===== config.mk =====
export PLATFORM = sky130hd
export DESIGN_NAME = fifo_wr_arbiter
export DESIGN_NICKNAME = d
export VERILOG_FILES = /design/src/rtl/fifo_arb_pkg.sv /design/src/rtl/fifo_wr_arbiter_rr_pick_comb.sv /design/src/rtl/fifo_wr_arbiter.sv
export SDC_FILE = /design/constraint.sdc
export NUM_CORES = 1
export LEC_CHECK = 0
export CORE_MARGIN = 2
export CORE_UTILIZATION = 33
export DETAILED_ROUTE_END_ITERATION = 10
export GPL_ROUTABILITY_DRIVEN = 0
export PLACE_DENSITY = 0.83
export SETUP_SLACK_MARGIN = 0.2
export SYNTH_ARGS = -nofsm -noshare
export SYNTH_HDL_FRONTEND = slang
export SYNTH_HIERARCHICAL = 1
export SYNTH_SLANG_ARGS = --single-unit

===== constraint.sdc =====
create_clock -name clk -period 1.5 [get_ports clk]
set_input_delay 0.3 -clock clk [delete_from_list [all_inputs] [get_ports clk]]
set_output_delay 0.3 -clock clk [all_outputs]
set_load 0.005 [all_outputs]

===== src/rtl/fifo_arb_pkg.sv =====
// Shared types, defaults and the round-robin pick helper for the FIFO write arbiter.
package fifo_arb_pkg;

    localparam int N_REQ_DEF     = 4;
    localparam int DW_DEF        = 8;
    localparam int MAX_BURST_DEF = 4;

    // rr_pick works on vectors padded to this many requesters.
    localparam int RR_MAX  = 8;
    localparam int RR_IDXW = 3;

    typedef enum logic {
        IDLE  = 1'b0,
        GRANT = 1'b1
    } arb_state_e;

    // Returns the first set bit of req at or after last+1, wrapping modulo n.
    // Returns 0 when req is empty; callers qualify with |req.
    function automatic logic [RR_IDXW-1:0] rr_pick(
        input logic [RR_MAX-1:0]  req,
        input logic [RR_IDXW-1:0] last,
        input int unsigned        n
    );
        logic [RR_IDXW-1:0] pick;
        logic               hit;
        int unsigned        idx;
        pick = '0;
        hit  = 1'b0;
        for (int unsigned off = 1; off <= RR_MAX; off++) begin
            if (off <= n) begin
                idx = (int'(last) + off) % n;
                if (!hit && req[idx[RR_IDXW-1:0]]) begin
                    hit  = 1'b1;
                    pick = idx[RR_IDXW-1:0];
                end
            end
        end
        return pick;
    endfunction

endpackage


===== src/rtl/fifo_wr_arbiter_rr_pick_comb.sv =====
// Combinational rotate-priority encoder: one-hot grant for the first request after last_i.
module rr_pick_comb
    import fifo_arb_pkg::*;
#(
    parameter int N  = N_REQ_DEF,
    parameter int LW = $clog2(N)
) (
    input  logic [N-1:0]  req_i,
    input  logic [LW-1:0] last_i,
    output logic [N-1:0]  gnt_o,
    output logic          found_o
);

    logic [RR_MAX-1:0]  req_pad;
    logic [RR_IDXW-1:0] last_pad;
    logic [RR_IDXW-1:0] pick;

    always_comb begin
        req_pad           = '0;
        req_pad[N-1:0]    = req_i;
        last_pad          = '0;
        last_pad[LW-1:0]  = last_i;
    end

    assign pick    = rr_pick(req_pad, last_pad, N);
    assign found_o = |req_i;
    assign gnt_o   = found_o ? (N'(1) << pick) : '0;

endmodule


===== src/rtl/fifo_wr_arbiter.sv =====
// Round-robin arbiter sharing one FIFO write port between N_REQ valid/ready producers.
// Handshake: a beat transfers on a cycle where req_valid[i] && req_ready[i]; that is exactly fifo_wr.
module fifo_wr_arbiter
    import fifo_arb_pkg::*;
#(
    parameter int N_REQ     = N_REQ_DEF,
    parameter int DW        = DW_DEF,
    parameter int MAX_BURST = MAX_BURST_DEF
) (
    input  logic                clk,
    input  logic                rst,
    input  logic [N_REQ-1:0]    req_valid,
    input  logic [N_REQ*DW-1:0] req_data,
    output logic [N_REQ-1:0]    req_ready,
    input  logic                fifo_full,
    output logic                fifo_wr,
    output logic [DW-1:0]       fifo_din,
    output logic [N_REQ-1:0]    grant,
    output logic                busy
);

    localparam int LG_W = $clog2(N_REQ);
    localparam int BC_W = (MAX_BURST > 1) ? $clog2(MAX_BURST) : 1;

    arb_state_e        state_q, state_d;
    logic [N_REQ-1:0]  grant_q, grant_d;
    logic [BC_W-1:0]   beat_cnt_q, beat_cnt_d;
    logic [LG_W-1:0]   last_grant_q, last_grant_d;

    logic [N_REQ-1:0]  pick_gnt;
    logic              pick_found;
    logic [LG_W-1:0]   g_idx;
    logic              g_valid;
    logic [DW-1:0]     g_data;
    logic              in_grant;
    logic              accept;
    logic              burst_last;

    rr_pick_comb #(
        .N  (N_REQ),
        .LW (LG_W)
    ) u_pick (
        .req_i   (req_valid),
        .last_i  (last_grant_q),
        .gnt_o   (pick_gnt),
        .found_o (pick_found)
    );

    always_comb begin
        g_idx = '0;
        for (int i = 0; i < N_REQ; i++) begin
            if (grant_q[i]) begin
                g_idx = LG_W'(i);
            end
        end
    end

    assign g_valid    = req_valid[g_idx];
    assign g_data     = req_data[g_idx*DW +: DW];
    assign in_grant   = (state_q == GRANT) && (|grant_q);
    assign accept     = in_grant && g_valid && !fifo_full;
    assign burst_last = (beat_cnt_q == BC_W'(MAX_BURST - 1));

    // Ready only depends on grant and full so a producer never sees ready wiggle with its own valid.
    assign req_ready = (in_grant && !fifo_full) ? grant_q : '0;
    assign fifo_wr   = accept;
    assign fifo_din  = in_grant ? g_data : '0;
    assign grant     = grant_q;
    assign busy      = (state_q == GRANT);

    always_comb begin
        state_d      = state_q;
        grant_d      = grant_q;
        beat_cnt_d   = beat_cnt_q;
        last_grant_d = last_grant_q;
        unique case (state_q)
            IDLE: begin
                if (pick_found) begin
                    grant_d    = pick_gnt;
                    beat_cnt_d = '0;
                    state_d    = GRANT;
                end
            end
            GRANT: begin
                // A paused producer releases at once; a full FIFO freezes everything.
                if (!g_valid || (accept && burst_last)) begin
                    state_d      = IDLE;
                    grant_d      = '0;
                    last_grant_d = g_idx;
                end else if (accept) begin
                    beat_cnt_d = beat_cnt_q + 1'b1;
                end
            end
            default: begin
                state_d = IDLE;
                grant_d = '0;
            end
        endcase
    end

    always_ff @(posedge clk) begin
        if (rst) begin
            state_q      <= IDLE;
            grant_q      <= '0;
            beat_cnt_q   <= '0;
            last_grant_q <= LG_W'(N_REQ - 1);
        end else begin
            state_q      <= state_d;
            grant_q      <= grant_d;
            beat_cnt_q   <= beat_cnt_d;
            last_grant_q <= last_grant_d;
        end
    end

endmodule


==> flow_summary.toml <==
[run_status]
status = "finished with violations"
violations = "setup timing"

[sta]
layout_setup_ws_ns = -0.6150
finalSetupTns_ns = -7.076
fin_hold_ws_ns = 0.5042
fin_skew_ns = 0.007152
min_period_ns = 2.115
fin_crit_sh_pct = 141.0
setup_viol = 22
clock.fmax_mhz = 472.8
hold_viol = 0
maxSlewHeadroom_pct = 78.12
slew_viol_final = 0
grt_setup_unrepaired = "yes"
max_slew.worst_pin.slew_ns = 0.3274

[clock_network]
tritoncts = "yes"
clockBufferDepth = 2
clk_pin_slew_worst_paths_ns = 0.07
cts_buffers = 3
clkSinkCount = 9
htree_levels = 1
clk_latency_ns = 0.27
cts_root_buffer = "clkbuf_4"

[yosys]
synth_top_family_by_area = "simple AND/OR/NAND/NOR gates"
synth_area_per_cell_um2 = 7.650
synthCells = 123
synth.cell_area_um2 = 940.9
synth_top_area_share_pct = 20.21
ys_types = 35
synth_flop_cell = "dfxtp_1"
muxShareOfSynthArea_pct = 21.41
ys_async_sr_fraction_pct = 0
ys_ff_latch = 9
synthAdderAreaFrac_pct = 1.330
synth_compound_area_share_pct = 22.87
synth_edf_count = 0
synth_simple_gate_area_share_pct = 31.78
ys_seq_area_share_pct = 19.15
netlist.top_cell.by_area = "mux2i_1"
yosys_warnings = 6
synth.area.top_cells = "mux2i_1, dfxtp_1, nand2_1"
synthXorXnorAreaFrac_pct = 0
synth_fp_nets = 163

[worst_setup_path]
max_stage_delay_ns = 0.58
worstPathMaxFanout = 3
rr_worst_depth = 5
crit_family = "simple AND/OR/NAND/NOR gates"
endpoint = "req_ready[2]"
cp-end-kind = "output pin"
cp-startpoint = "grant[2]"
worstReg2RegStart = "grant[2]"
start_kind = "flop"
crit_cells = 5
cp_cell_sequence = "or4_4 > and3b_2 > buf_4 > and2_4 > buf_6"
reg2reg_to = "beat_cnt_q[0]"
worstSetupPathType = "reg2out"
worstPathRequired_ns = 1.20
cp_num_buf_inv = 2
worstPathArrival_ns = 1.81
r2r_slack_ns = -0.30
crit_slowest_cell = "or4_4"

[global_route]
grt_pass1_vias = 1249
grt_pass1_wl_um = 5540
grt.total_usage_pct = 21.46
grt_remaining_overflow = 0
antenna_found_initial = 0
grt_max_degree = 21

[route]
firstDrtPassIters = 4
drcViolationCount = 0
ant_nets = 0
first_iter_violations = 41
vias = 1286
drt-vias-per-instance = 5.314
wl_um = 3730
wl_per_cell_um = 15.41

[floorplan]
initial_core_util_pct = 34.42
die_y_um = 57.40
rows = 19
fp.dieW_um = 57.40
die_area_um2 = 3294
pin_count = 57
core_area_um2 = 2734

[finish]
nFillCells = 217
drive_above_1_share_pct = 37.44
fin_cells = 242
final_util_pct = 69.29
syn_to_final_growth_pct = 101.3
nets = 252
diodes = 0

[power]
power_leakage_nw = 0.7859
powerDensity_nw_per_um2 = 460.1
ir_drop_mv = 0.4649

[place]
place_inst = 226
dp_slack_ns = -0.7442
port_buffers = 56
dpl.hpwl_um = 2663

[worst_hold_path]
hold_class = "reg2reg"

[flow_run]
cap_violations = 0
synthesized netlist by cell type (all sizes together) (2+ instances only):
| master | instances |
|---|---|
| inv | 2 |
| o21a | 2 |
| a311oi | 4 |
| clkbuf | 3 |
| and2 | 6 |
| nor2b | 4 |
| mux2i | 19 |
| a21oi | 7 |
| o21ai | 10 |
| nor2 | 14 |
| nand3b | 4 |
| buf | 3 |
| nand2 | 15 |
| nor3b | 2 |
| dfxtp | 9 |
| nand2b | 2 |
cells by family (layout without fill, tap and decap cells):
group,count (synthesis),after routing
mux,20,20
flops,9,9
fa+ha+maj,1,1
buf+inv,8,96
compound gates,31,31
simple gates,54,54
what timing repair did:
| item | in CTS | in global routing |
|---|---|---|
| cloned | 1 | 0 |
| pin swaps | 3 | 3 |
| hold buffers | 0 | 0 |
| resized for setup | 57 | 30 |
| buffers inserted | 7 | 4 |
| endpoints found under the setup margin | 27 | 27 |
per-stage QoR:
step                      area (um2)  power (mW)
after floorplan                959.7      0.4159
after global placement          1698      0.5988
after detailed placement        1698      0.6150
after CTS                       1871      0.8397
after global routing            1894      0.9126
final                           1894      0.8715
sequential cells by signal (all words and copies together) (netlist names):
signal        count
beat_cnt_q        2
busy              1
grant             4
last_grant_q      2
power by group:
group | total, mW | switching [mW] | internal (mW)
registers | 0.270 | 0.0198 | 0.250
logic | 0.400 | 0.161 | 0.239
clock network | 0.202 | 0.103 | 0.0989
metal layers:
layer / part of all wire, % / vias up / global-route usage (%)
li1: - / 625 / -
met1: 37 / 591 / 21.32
met2: 51 / 62 / 42.69
met3: 9.4 / 8 / 5.669
met4: 2.0 / 0 / 5.980
met5: 0 / - / 0
how the worst min path moves through the flow:
stage                              from             to  slack [ns]  cells past startpoint
final                     beat_cnt_q[1]  beat_cnt_q[1]        0.50                      2
after global routing      beat_cnt_q[1]  beat_cnt_q[1]        0.54                      2
after CTS                 beat_cnt_q[1]  beat_cnt_q[1]        0.51                      2
after detailed placement  beat_cnt_q[1]  beat_cnt_q[1]        0.49                      2
after global placement    beat_cnt_q[1]  beat_cnt_q[1]        0.48                      2
after floorplan           beat_cnt_q[1]  beat_cnt_q[1]        0.47                      2
placed cells by master, fill, tap and decap left out, types with 3 or more instances in the layout:
cell             count
mux2i_1             19
nor2_1              14
a21oi_1              6
and2_4               4
buf_2                3
nand3b_1             3
clkbuf_4             3
nor2b_1              4
nand2_1             14
clkbuf_2             8
dfxtp_2              3
o21ai_0              5
clkdlybuf4s50_1     38
buf_6               10
buf_4               25
dfxtp_1              4
a311oi_2             4
o21ai_1              4
worst reg2reg max path: stages (launching register included):
cell and delay [ns]:
dfxtp_2 0.32, or4_4 0.58, and3b_2 0.25, buf_6 0.12
nand3b_1 0.12, mux2_4 0.31
cell type report:
cell class              count  area (um2)  area share [%]
inverters                   2       7.507          0.3963
clock inverters             1       5.005          0.2642
repair buffers             90       829.5           43.79
multi-input cells         106       799.5           42.21
well taps                  31       38.79           2.048
flip-flops and latches      9       191.4           10.11
clock buffers               3       22.52           1.189
(Power assumes the default switching activity.)
